$ cat src/rtl/multicycle_sequencer.sv
// multicycle_sequencer
// Multi-cycle controller for the 4-bit-opcode datapath. Each instruction walks
// FETCH -> DECODE -> EXEC [-> MEM] [-> WB] and drives the datapath enables as
// combinational decodes of the registered state, the latched opcode, the
// memory acks and the comparator result.
//
// Optional feature: define INSTR_COUNT_EN to add the retired_count output,
// a 16-bit wrapping count of pc_write cycles (one per completed instruction).
//
// Memory handshake (instruction and data side alike): the controller raises a
// request (imem_req / dmem_read / dmem_write) on entry to FETCH or MEM and holds
// it, unchanged, every cycle until the matching ack is seen high at a rising
// clock edge; the ack completes the transfer in that same cycle. An ack seen
// in any other state is ignored. If no ack has arrived by the cycle in which
// the wait counter equals MEM_TIMEOUT, the controller parks in ERR with the
// sticky bus_error flag set until rst_n is asserted. An ack arriving in that
// final cycle still completes the transfer normally.
//
// Parameter constraints: MEM_TIMEOUT >= 1 and 2**TO_W > MEM_TIMEOUT.

module multicycle_sequencer #(
  parameter int MEM_TIMEOUT = 15,
  parameter int TO_W        = 4
) (
  input  logic       clk,
  input  logic       rst_n,
  input  logic [3:0] instr_opcode,
  input  logic       cmp_true,
  input  logic       imem_ack,
  input  logic       dmem_ack,
  output logic       imem_req,
  output logic       ir_load,
  output logic       dmem_read,
  output logic       dmem_write,
  output logic       reg_write,
  output logic       immediate,
  output logic       alu_and,
  output logic       alu_add,
  output logic       comparator,
  output logic       pc_write,
  output logic [1:0] pc_src,
  output logic [2:0] state,
  output logic       bus_error
`ifdef INSTR_COUNT_EN
  ,
  output logic [15:0] retired_count
`endif
);

  typedef enum logic [2:0] {
    S_FETCH  = 3'd0,
    S_DECODE = 3'd1,
    S_EXEC   = 3'd2,
    S_MEM    = 3'd3,
    S_WB     = 3'd4,
    S_RST    = 3'd5,
    S_ERR    = 3'd7
  } state_t;

  localparam logic [TO_W-1:0] TIMEOUT_CNT = TO_W'(MEM_TIMEOUT);

  localparam logic [1:0] PC_NEXT   = 2'b00;
  localparam logic [1:0] PC_BRANCH = 2'b01;
  localparam logic [1:0] PC_JUMP   = 2'b10;

  state_t          state_q;
  logic [3:0]      op_q;
  logic [TO_W-1:0] wait_cnt;
  logic            bus_error_q;

  // Opcode classes, decoded from the latched opcode only, so the instruction
  // register may change freely once DECODE has passed.
  logic op_add, op_addi, op_and, op_andi;
  logic op_load, op_store, op_cmp, op_jump;
  logic op_alu, sel_add, sel_and, sel_imm;
  logic wait_expired;

  assign op_add   = (op_q == 4'b0000);
  assign op_addi  = (op_q == 4'b0001);
  assign op_and   = (op_q == 4'b0010);
  assign op_andi  = (op_q == 4'b0011);
  assign op_load  = (op_q == 4'b0100);
  assign op_store = (op_q == 4'b0101);
  assign op_cmp   = (op_q == 4'b0110);
  assign op_jump  = (op_q >= 4'b0111);

  assign op_alu  = op_add | op_addi | op_and | op_andi;
  assign sel_add = op_add | op_addi;
  assign sel_and = op_and | op_andi;
  assign sel_imm = op_addi | op_andi;

  // Last permitted wait cycle in FETCH or MEM.
  assign wait_expired = (wait_cnt == TIMEOUT_CNT);

  // Sequencer: state, latched opcode, wait counter and sticky error flag.
  // The wait counter is cleared in every cycle that does not keep waiting, so
  // it always reads zero on entry to FETCH or MEM.
  always_ff @(posedge clk or negedge rst_n) begin
    if (!rst_n) begin
      state_q     <= S_RST;
      op_q        <= 4'b0000;
      wait_cnt    <= '0;
      bus_error_q <= 1'b0;
    end else begin
      wait_cnt <= '0;
      unique case (state_q)
        S_RST: begin
          state_q <= S_FETCH;
        end
        S_FETCH: begin
          if (imem_ack) begin
            state_q <= S_DECODE;
          end else if (wait_expired) begin
            state_q     <= S_ERR;
            bus_error_q <= 1'b1;
          end else begin
            wait_cnt <= wait_cnt + 1'b1;
          end
        end
        S_DECODE: begin
          op_q    <= instr_opcode;
          state_q <= S_EXEC;
        end
        S_EXEC: begin
          if (op_alu) begin
            state_q <= S_WB;
          end else if (op_load || op_store) begin
            state_q <= S_MEM;
          end else begin
            // CMP and JUMP retire here.
            state_q <= S_FETCH;
          end
        end
        S_MEM: begin
          if (dmem_ack) begin
            state_q <= op_load ? S_WB : S_FETCH;
          end else if (wait_expired) begin
            state_q     <= S_ERR;
            bus_error_q <= 1'b1;
          end else begin
            wait_cnt <= wait_cnt + 1'b1;
          end
        end
        S_WB: begin
          state_q <= S_FETCH;
        end
        S_ERR: begin
          // Parked until rst_n; acks are ignored.
          state_q     <= S_ERR;
          bus_error_q <= 1'b1;
        end
        default: begin
          // Unused encoding: recover through the reset state.
          state_q <= S_RST;
        end
      endcase
    end
  end

  // Datapath enables: pure decode of state, latched opcode, acks and cmp_true.
  always_comb begin
    imem_req   = 1'b0;
    ir_load    = 1'b0;
    dmem_read  = 1'b0;
    dmem_write = 1'b0;
    reg_write  = 1'b0;
    immediate  = 1'b0;
    alu_and    = 1'b0;
    alu_add    = 1'b0;
    comparator = 1'b0;
    pc_write   = 1'b0;
    pc_src     = PC_NEXT;
    unique case (state_q)
      S_FETCH: begin
        imem_req = 1'b1;
        ir_load  = imem_ack;
      end
      S_EXEC: begin
        alu_add   = sel_add;
        alu_and   = sel_and;
        immediate = sel_imm;
        if (op_cmp) begin
          comparator = 1'b1;
          pc_write   = 1'b1;
          pc_src     = cmp_true ? PC_BRANCH : PC_NEXT;
        end
        if (op_jump) begin
          pc_write = 1'b1;
          pc_src   = PC_JUMP;
        end
      end
      S_MEM: begin
        if (op_load) begin
          dmem_read = 1'b1;
        end else begin
          // STORE retires on the cycle its write is acknowledged.
          dmem_write = 1'b1;
          pc_write   = dmem_ack;
        end
      end
      S_WB: begin
        reg_write = 1'b1;
        pc_write  = 1'b1;
        // Keep the result path selected while the register file writes.
        alu_add   = sel_add;
        alu_and   = sel_and;
        immediate = sel_imm;
        dmem_read = op_load;
      end
      default: begin
        // RST, DECODE, ERR and unused encodings drive nothing.
      end
    endcase
  end

  assign state     = state_q;
  assign bus_error = bus_error_q;

`ifdef INSTR_COUNT_EN
  logic [15:0] retired_q;

  // Retired-instruction counter: one pc_write pulse per instruction, wraps.
  always_ff @(posedge clk or negedge rst_n) begin
    if (!rst_n) begin
      retired_q <= 16'h0000;
    end else if (pc_write) begin
      retired_q <= retired_q + 16'h0001;
    end
  end

  assign retired_count = retired_q;
`endif

endmodule

$ cat config.mk
export PLATFORM = sky130hd
export DESIGN_NAME = multicycle_sequencer
export DESIGN_NICKNAME = d
export VERILOG_FILES = /design/src/rtl/multicycle_sequencer.sv
export SDC_FILE = /design/constraint.sdc
export NUM_CORES = 1
export LEC_CHECK = 0
export ABC_AREA = 1
export ABC_CLOCK_PERIOD_IN_PS = 1900
export BUFFER_PORTS_ARGS = -buffer_cell sky130_fd_sc_hd__buf_2
export CAP_MARGIN = 20
export CORE_MARGIN = 2
export CORE_UTILIZATION = 35
export DETAILED_ROUTE_END_ITERATION = 10
export PLACE_DENSITY = 0.58
export SLEW_MARGIN = 10
export SYNTH_ARGS = -nofsm -noshare
export SYNTH_HDL_FRONTEND = slang
export SYNTH_SLANG_ARGS = --single-unit
$ cat constraint.sdc
create_clock -name clk -period 1.9 [get_ports clk]
set_input_delay 0.285 -clock clk [delete_from_list [all_inputs] [get_ports clk]]
set_output_delay 0.285 -clock clk [all_outputs]
set_load 0.03 [all_outputs]
== Yosys cells after proc, flatten, opt, wreduce, memory -nomap -nowiden ==
Cells that the tools add are included.
Operators by class
  add/subtract/negate cells: 1
  order comparisons: 1
  equality and inequality tests: 15
  mux-type cells: 34
  bitwise operators: 5
  reduce and logical (&&, ||, !) cells: 7
Operators with widths (count)
  $mux 1: 18
  $pmux 3 s6: 1
  $mux 3: 5
  $eq 4x3->1 const B: 3
  $mux 4: 3
  $eq 3x3->1 const B: 3
  $eq 4x2->1 const B: 2
  $pmux 4 s2: 1
  $eq 3x2->1 const B: 2
  $mux 2: 3
  $pmux 1 s3: 2
  $or 1x1->1: 5
  $add 4x1->4 const B: 1
  $eq 4x1->1 const B: 1
  $eq 4x4->1 const B: 1
  $ge 4x3->1 const B: 1
  $logic_not 4->1: 1
  $ne 2x2->1 const B: 2
  $reduce_or 2->1: 2
  $eq 3x1->1 const B: 1
  $logic_not 3->1: 1
  $reduce_and 3->1: 1
  $reduce_bool 3->1: 1
  $pmux 1 s2: 1
  $logic_or 1x1->1: 1
Storage, ports and cells
  flip-flop bits (word level): 12
  input bits: 9
  output and inout port bits: 16

== Longest topological paths before layout ==
Gate-level depths: netlist of run 1.
  depth in word-level cells: 6
  gate-level depth with buffers: 7

== Worst setup path before layout of run 1 ==
No wires, ideal clock.
  kind: register to output
  from: reg state_q[1] (netlist: state[1])
  to: out dmem_read
  arrival: 1.414 ns
  slack: 0.201 ns
  stages on the path, launching flop included: 5
  path buffers: 1
  cell sequence: dfrtp_1 -> buf_2 -> nor2_4 -> nand2_1 -> a21oi_1
Between the ends
  cells in the longest elaborated chain, start to end: 2
  elaborated cells between the ends (all ways): 3
  classes of those cells: eq/ne: 2; mux: 1
Ends and longest elaborated chain
  start: declaration: line 66  | state_t state_q;
  start signal: assignment: line 136  | state_q <= op_load ? S_WB : S_FETCH;
  $eq 3x3->1 or $eq 3x2->1 (tied branches): line 173  | unique case (state_q)
  $pmux 1 s2 *: line 173
  end: declaration: line 33  | output logic dmem_read,
Every way passes the cells marked *; elsewhere a longest branch is shown, timed or not.

== Worst setup path in the final report of run 1 ==
  from: reg state_q[0] (netlist: state[0])
  to: out pc_write
Between the ends
  cells in the longest elaborated chain, start to end: 2
  elaborated cells between the ends (all ways): 4
  classes of those cells: eq/ne: 3; mux: 1
Ends and longest elaborated chain
  $eq 3x3->1 or $eq 3x2->1 (tied branches): line 173
  $pmux 1 s3 *: line 173
  end: declaration: line 40  | output logic pc_write,
Marks and branches as above.

==> metrics, run 1 <==
Post-Route WL=1.80 mm; Initial DRC Count=20; RSZ-0062 raised after global routing=false; # IOs=25; Worst Reg-to-Reg Cells=5; wire per inst=10.3 µm; status=finished, final reports clean; Mapped Avg Cell Area=6.60 µm²; Hold WC Path Type=in2reg; post-synthesis sequential area ratio=0.385; reg2reg setup slack=0.64 ns; Net Sw Power=111 µW; Mapped Area=786 µm²; Yosys cell types=18; Sw Ratio=0.222; top cells by area, synth=dfrtp_1 32%, nand3_1 11%, nand2_1 11%; Clock transition at path regs=0.08 ns; Core Region=2170 µm²; worst endpoint required time=1.62 ns; max-cap viol count=0; Crit Path Category=reg2out; Fmax=559 MHz; Cell Pwr Density=508 nW/µm²; commonest non-fill, non-tap cells in the layout=24 x nand2_1, 24 x buf_2, 22 x inv_1; crit end category=output port; NumNets Final=158; TritonCTS clock tree=yes; number of global-route vias before repair=758; die width=51.4 µm; die area=2640 µm²; Setup WS post-layout=0.111 ns; Die Ht=51.4 µm; CP Data Arrival Time=1.50 ns; Slew Viols, Final=0; Syn Nets=129; top cell type's share of synthesized area=0.318; total power=500 µW; largest net degree at the start of global routing=13; clk root buf=clkbuf_4; Initial DRT Pass Iterations=4; CTS Buffer Depth=2; Yosys top cell by area=dfrtp_1; Antenna diodes=0; HP Start=instr_opcode[0]; RD Place Congestion=0.837; synth warn=0; Final min period=1.79 ns; critical path fanouts, max=6; DR vias=816; initial core utilization=0.362; Clock Power Share=0.409; CTS H-tree depth=1; worst hold slack=0.246 ns; ANT nets after route=0; synthesized flop and latch total=12; Via density=4.66; DPL Wire Length=1.40 mm; Reg power frac=0.530; later-pin clock latency in the skew report=0.28 ns; worst r2r src=wait_cnt[0]; grt ovf=0; cells after synthesis=119; total CTS buffers=3; first-pass GRT wire length=3.14 mm; Comb pwr share=0.061; Worst Skew=0.00691 ns; antenna violations before repair=0; worst-case hold path end point=op_q[0]; reg-to-reg endpoint=bus_error; Port Buf Inserts=24; Fin. Hold Viols=0; Hold Path Depth=3; clk sink count=12; DP Worst Slack=0.385 ns; total track usage=0.159; Row Count=17; DRC=0; worst slew pin tran=0.259 ns; Setup-failing EPs final=0; internal power=389 µW; startpoint types=flop; crit share post-route=0.942; Slew headroom=0.827; setup TNS=0 ns; Worst VDD drop=0.413 mV; P&R area growth vs syn=25.2%; share of layout cells above drive strength 1=0.265; Leak Pwr=0.586 nW
[Yosys cell counts]
| master | instances |
|---|---|
| nand2_1 | 24 |
| inv_1 | 22 |
| nor2_1 | 19 |
| nand3_1 | 18 |
| dfrtp_1 | 10 |
| a21oi_1 | 9 |
| dfstp_2 | 2 |
| inv_2 | 2 |
| nand2_2 | 2 |
| nor2_2 | 2 |
| o21ai_0 | 2 |
| buf_2 | 1 |
| ha_1 | 1 |
| nand3_2 | 1 |
| nand3b_1 | 1 |
| nand4_1 | 1 |
| nor2_4 | 1 |
| xnor2_1 | 1 |
[metal layers]
metal  GRT usage  routed length [µm]  up-vias
li1            -                   -      426
met1       0.206                 869      369
met2       0.254                 818       17
met3      0.0175                  77        4
met4      0.0921                  29        0
met5           0                   0        -
[registers in the layout, summed over array words and instances (netlist names)]
register   flops
bus_error      1
op_q           4
state          3
wait_cnt       4
[cell families (layout without fill, tap and decap cells)]
kind of cell,count (synthesis),in the layout,synth area share
buf+inv,25,53,0.121
simple gates,69,69,0.397
fa+ha+maj,1,1,0.0159
compound gates,11,11,0.0701
flops,12,12,0.385
xor+xnor,1,1,0.0111
[power groups by stage]
stage / combinational (mW) / sequential [mW] / clock (mW)
detailed placement: 0.0296 / 0.269 / 0
global placement: 0.0296 / 0.269 / 0
floorplan: 0.0130 / 0.268 / 0
global route: 0.0365 / 0.265 / 0.225
CTS: 0.0313 / 0.264 / 0.207
finish: 0.0307 / 0.265 / 0.204
[critical path: stages (launching register included)]
cell and delay (ns):
dfstp_2 0.62, inv_1 0.11, nand2_1 0.07, nor2_1 0.05, nand2_1 0.10, nand4_1 0.09, buf_2 0.19
[through the flow]
stage | area [µm²] | cells | util
2_1_floorplan | 786 | 119 | -
3_3_place_gp | 936 | 170 | 0.431
3_5_place_dp | 936 | 170 | 0.431
4_1_cts | 982 | 175 | 0.453
5_1_grt | 983 | 175 | 0.453
6_report | 983 | 175 | 0.453
[cell type report]
cell class / count / area [µm²]
well taps: 28 / 35.0
multi-input cells: 82 / 388
repair buffers: 25 / 130
clock buffers: 4 / 36.3
flip-flops and latches: 12 / 304
fillers: 239 / 1190
inverters: 24 / 90.1
[worst max-delay path by stage]
stage | start | to | depth (start not counted)
6_report | state[0] | pc_write | 6
5_1_grt | state[0] | pc_write | 6
4_1_cts | state[1] | alu_add | 6
3_5_place_dp | state[1] | alu_add | 6
3_3_place_gp | state[1] | alu_add | 6
2_1_floorplan | state[1] | dmem_read | 4
[timing repair]
| action | in CTS | in global routing |
|---|---|---|
| hold buffers | 1 | 0 |
| hold endpoints to repair | 10 | 0 |
| endpoints found under the setup margin | 0 | 4 |
| resized for setup | 0 | 1 |
| buffers inserted | 0 | 0 |
Power figures use the tool's default switching activity.
==> inputs of run 2 (changes only) <==
--- a/config.mk
+++ b/config.mk
@@ -5,14 +5,15 @@
 export SDC_FILE = /design/constraint.sdc
 export NUM_CORES = 1
 export LEC_CHECK = 0
-export ABC_AREA = 1
+export ABC_AREA = 0
 export ABC_CLOCK_PERIOD_IN_PS = 1900
 export BUFFER_PORTS_ARGS = -buffer_cell sky130_fd_sc_hd__buf_2
 export CAP_MARGIN = 20
 export CORE_MARGIN = 2
 export CORE_UTILIZATION = 35
 export DETAILED_ROUTE_END_ITERATION = 10
-export PLACE_DENSITY = 0.58
+export PLACE_DENSITY = 0.59
+export REMOVE_ABC_BUFFERS = 1
 export SLEW_MARGIN = 10
 export SYNTH_ARGS = -nofsm -noshare
 export SYNTH_HDL_FRONTEND = slang
==> run 2 against run 1 <==
- register-to-register slack lost 0.27 ns
- clock skew decreased by 0.0044 ns
- critical path type unchanged
- maximum frequency shrank 4.0%
- cell area up 4.3%
- critical endpoint unchanged
- synthesized cell count down 35%
- worst setup slack worse by 0.074 ns
- sequential power is 71% higher
- utilization rose by 7.0 points
==> metrics, run 2 <==
status=finished, final reports clean; DPL Wire Length=1.21 mm; CTS Buffer Depth=2; commonest non-fill, non-tap cell in the layout=buf_2; clk sink count=12; Cell Pwr Density=1590 nW/µm²; die width=49.6 µm; total CTS buffers=3; initial core utilization=0.371; Buf+Inv Stages, Crit Path=2; Initial DRT Pass Iterations=4; Setup WS post-layout=0.0367 ns; delay-heaviest family, CP=flip-flops; RSZ-0062 raised after global routing=true; synthesized flop and latch total=12; EDFF count, synth=0; Setup-failing EPs final=0; fin util=0.523; Inst Count DP=130; Commonest cells post-synth=10 x dfrtp_1, 8 x nor2_1, 6 x nor3_1, 4 x mux2_2, 4 x o21ai_0; wire per inst=13.0 µm; grt ovf=0; RD Place Congestion=0.821; synth warn=0; Non-Filler Instances=140; fraction of registers with async set/reset=1.00; critical path fanouts, max=3; Slew headroom=0.775; die area=2460 µm²; Most used DFF post-synth=dfrtp_1; most frequent cell after synthesis=dfrtp_1; Core Region=1960 µm²; commonest non-fill, non-tap cells in the layout=22 x buf_2, 10 x dfrtp_1, 10 x buf_4; number of global-route vias before repair=664; Fin. Hold Viols=0; total track usage=0.151; Yosys cell types=37; setup TNS=0 ns; Final min period=1.86 ns; post-route cell area=1030 µm²; largest net degree at the start of global routing=14; max-cap viol count=0; worst slew pin tran=0.337 ns; antenna violations before repair=0; worst hold slack=0.252 ns; crit end category=output port; startpoint types=flop; DR vias=729; Post-Route WL=1.82 mm; post-synthesis sequential area ratio=0.417; CP max stage cell=dfrtp_1; clk root buf=clkbuf_4; Row Count=16; # IOs=25; Leak Pwr=0.527 nW; Mapped Avg Cell Area=9.44 µm²; TritonCTS clock tree=yes; Mapped Area=727 µm²; NumNets Final=124; Worst VDD drop=0.594 mV; Yosys top cell by area=dfrtp_1; Crit Path Category=reg2out; crit share post-route=0.981; Via density=5.21; Slew Viols, Final=0; Antenna diodes=0; Hold WC Path Type=in2reg; Port Buf Inserts=24; Fillers=193; Initial DRC Count=13; top cells by area, synth=dfrtp_1 34%, dfstp_2 7.2%, mux2_2 6.2%; CP cell instances=nor4b_2, buf_4, nor3_2, a211o_1, buf_6; DP Worst Slack=0.189 ns; first-pass GRT wire length=2.94 mm; total power=1.64 mW; P&R area growth vs syn=41.1%; worst endpoint required time=1.62 ns; Die Ht=49.6 µm; top cell type's share of synthesized area=0.344; Clock transition at path regs=0.07 ns; placed inst area=903 µm²; Worst Skew=0.00255 ns; share of layout cells above drive strength 1=0.469; max incr delay on CP=0.39 ns; cells after synthesis=77; CP Data Arrival Time=1.58 ns; ANT nets after route=0; later-pin clock latency in the skew report=0.26 ns; DRC=0; CTS H-tree depth=1; Fmax=537 MHz
## run 2: cell count changes after synthesis, moves of 6 or more
cell	previous run	this run
inv_1	22	3
nand2_1	24	2
nand3_1	18	0
nor2_1	19	8
nor3_1	0	6
a21oi_1	9	3
## run 2: worst paths after layout
path	start	to	slack, ns	cells after the start
min in group asynchronous	rst_n	wait_cnt[1]	0.44	2
max reg2reg	state[0]	op_q[1]	0.37	3
min	instr_opcode[0]	op_q[0]	0.25	2
max	op_q[3]	pc_write	0.04	5
max in group asynchronous	rst_n	state[0]	1.19	2
min reg2reg	bus_error	bus_error	0.50	2
## run 2: final cells by class
type / instances / area (µm²) / area share
Multi-Input combinational cell: 58 / 429 / 0.418
Sequential cell: 12 / 303 / 0.295
Timing Repair Buffer: 36 / 223 / 0.217
Tap cell: 27 / 33.8 / 0.0329
Clock buffer: 4 / 26.3 / 0.0256
Inverter: 3 / 11.3 / 0.0110
## run 2: what timing repair did
item,4_1_cts,5_1_grt
pin swaps,0,4
gates resized for setup,4,8
hold buffers,1,0
hold endpoints to repair,10,0
buffers inserted,1,4
endpoints found under the setup margin,3,6
## run 2: kinds of logic (layout without fill, tap and decap cells)
group	after synthesis	count (layout)	share of synthesized area
and+or+nand+nor	33	33	0.274
AOI/OAI and AO/OA	18	18	0.160
DFF	12	12	0.417
buffers and inverters	7	43	0.0465
muxes	4	4	0.0620
xor gates and xnor gates	2	2	0.0241
adders and majority gates	1	1	0.0172
## run 2: layer usage
metal  part of all wire  up-vias  track usage
li1                   -      356            -
met4             0.0072        0       0.0556
met5                  0        -            0
met2               0.50       18        0.256
met1               0.44      353        0.192
met3              0.046        2       0.0273
## run 2: worst reg2reg max path, cell delays in order (launching register included)
cell	delay (ns)
dfstp_2	0.60
clkbuf_2	0.17
and2_0	0.28
mux2_2	0.37
## run 2: where the power goes
part	switching (mW)	internal (mW)
clock	0.0790	0.0810
sequential	0.0886	0.366
combinational	0.599	0.422
==> inputs of run 3 (changes only) <==
--- a/config.mk
+++ b/config.mk
@@ -14,6 +14,7 @@
 export DETAILED_ROUTE_END_ITERATION = 10
 export PLACE_DENSITY = 0.59
 export REMOVE_ABC_BUFFERS = 1
+export SETUP_SLACK_MARGIN = 0.3
 export SLEW_MARGIN = 10
 export SYNTH_ARGS = -nofsm -noshare
 export SYNTH_HDL_FRONTEND = slang
==> constraint.sdc (replaced) <==
create_clock -name clk -period 1.9 [get_ports clk]
set_input_delay 0.285 -clock clk [delete_from_list [all_inputs] [get_ports clk]]
set_output_delay 0.285 -clock clk [all_outputs]
set_load 0.05 [all_outputs]
==> run 3 against run 2 <==
- the flow now finishes with violations (negative setup slack)
- worst hold slack got worse by 0.0087 ns
- routed wire length rose by 20%
- die area did not move
- sequential cell count did not move
- combinational power rose by 60%
- clock power rose by 29%
- maximum frequency fell by 2.2%
- worst setup slack got worse by 0.043 ns
- power rose by 40%
==> metrics, run 3 (synthesis gave the netlist of run 2 again) <==
status=finished with violations; failing checks=negative setup slack; commonest non-fill, non-tap cells in the layout=15 x buf_4, 14 x buf_6, 12 x buf_2; worst slew pin tran=0.342 ns; Fillers=169; total power=2.28 mW; RD Place Congestion=0.731; later-pin clock latency in the skew report=0.27 ns; Slew Viols, Final=0; Final min period=1.91 ns; RSZ-0062 raised after global routing=true; Initial DRC Count=7; Cell Pwr Density=1790 nW/µm²; wire per inst=14.5 µm; Setup WS post-layout=-0.00617 ns; grt ovf=0; antenna violations before repair=0; CTS Buffer Depth=2; Antenna diodes=0; max-cap viol count=0; total CTS buffers=3; die area=2460 µm²; Slew headroom=0.772; DPL Wire Length=1.22 mm; CP Data Arrival Time=1.62 ns; critical path fanouts, max=6; Via density=5.05; placed inst area=911 µm²; Clock transition at path regs=0.08 ns; Leak Pwr=0.610 nW; NumNets Final=134; CTS H-tree depth=1; Die Ht=49.6 µm; Fin. Hold Viols=0; P&R area growth vs syn=75.7%; Non-Filler Instances=150; TritonCTS clock tree=yes; ANT nets after route=0; Worst VDD drop=0.960 mV; Port Buf Inserts=24; post-route cell area=1280 µm²; total track usage=0.181; die width=49.6 µm; Fmax=525 MHz; largest net degree at the start of global routing=13; # IOs=25; Core Region=1960 µm²; clk root buf=clkbuf_4; Row Count=16; crit share post-route=1.00; Post-Route WL=2.17 mm; Initial DRT Pass Iterations=4; startpoint types=flop; initial core utilization=0.371; commonest non-fill, non-tap cell in the layout=buf_4; Hold WC Path Type=in2reg; setup TNS=-0.00617 ns; Setup-failing EPs final=1; DR vias=758; Crit Path Category=reg2out; worst endpoint required time=1.62 ns; share of layout cells above drive strength 1=0.585; crit end category=output port; first-pass GRT wire length=3.41 mm; Inst Count DP=131; Worst Skew=0.00377 ns; DRC=0; worst hold slack=0.243 ns; number of global-route vias before repair=715; clk sink count=12
run 3: repair_timing:
| action | in CTS | in global routing |
|---|---|---|
| pin swaps | 8 | 5 |
| gates resized for setup | 37 | 20 |
| hold endpoints to repair | 10 | 0 |
| hold buffers | 1 | 0 |
| setup buffers | 11 | 3 |
| endpoints found under the setup margin | 12 | 17 |
run 3: routing by layer:
metal  wire, µm  track usage
met5          0            0
met4         14       0.0556
met3         47       0.0273
met2       1140        0.309
met1        968        0.233
run 3: metrics by stage:
stage | setup WS [ns] | util
detailed placement | 0.109 | 0.464
finish | -0.00617 | 0.651
floorplan | -1.69 | -
CTS | 0.0200 | 0.605
global placement | 0.172 | 0.464
global route | -0.0588 | 0.651
run 3: final cells by class:
type,count,area (µm²),area share
Multi-Input combinational cell,58,493,0.386
Sequential cell,12,303,0.237
Clock buffer,4,36.3,0.0284
Timing Repair Buffer,46,400,0.313
Tap cell,27,33.8,0.0264
Inverter,3,11.3,0.00881
run 3: final timing paths:
| check | startpoint | to | slack, ns | cells after the start |
|---|---|---|---|---|
| worst min-delay path | instr_opcode[1] | op_q[1] | 0.24 | 2 |
| worst max-delay path | state[0] | pc_src[0] | -0.006 | 4 |
| worst min register to register | wait_cnt[0] | wait_cnt[0] | 0.51 | 1 |
| max in group asynchronous | rst_n | state[2] | 1.21 | 2 |
| min in group asynchronous | rst_n | wait_cnt[2] | 0.41 | 2 |
| worst max register to register | state[0] | state[1] | 0.40 | 3 |
run 3: worst max-delay path: stages, from the launching register on:
cell,delay (ns)
dfstp_2,0.40
or3b_4,0.41
nor4_4,0.18
and2_1,0.19
buf_6,0.16
run 3: where the power goes:
| part | internal [mW] | total [mW] | switching (mW) |
|---|---|---|---|
| sequential | 0.365 | 0.449 | 0.0834 |
| clock | 0.116 | 0.206 | 0.0892 |
| combinational | 0.722 | 1.63 | 0.908 |
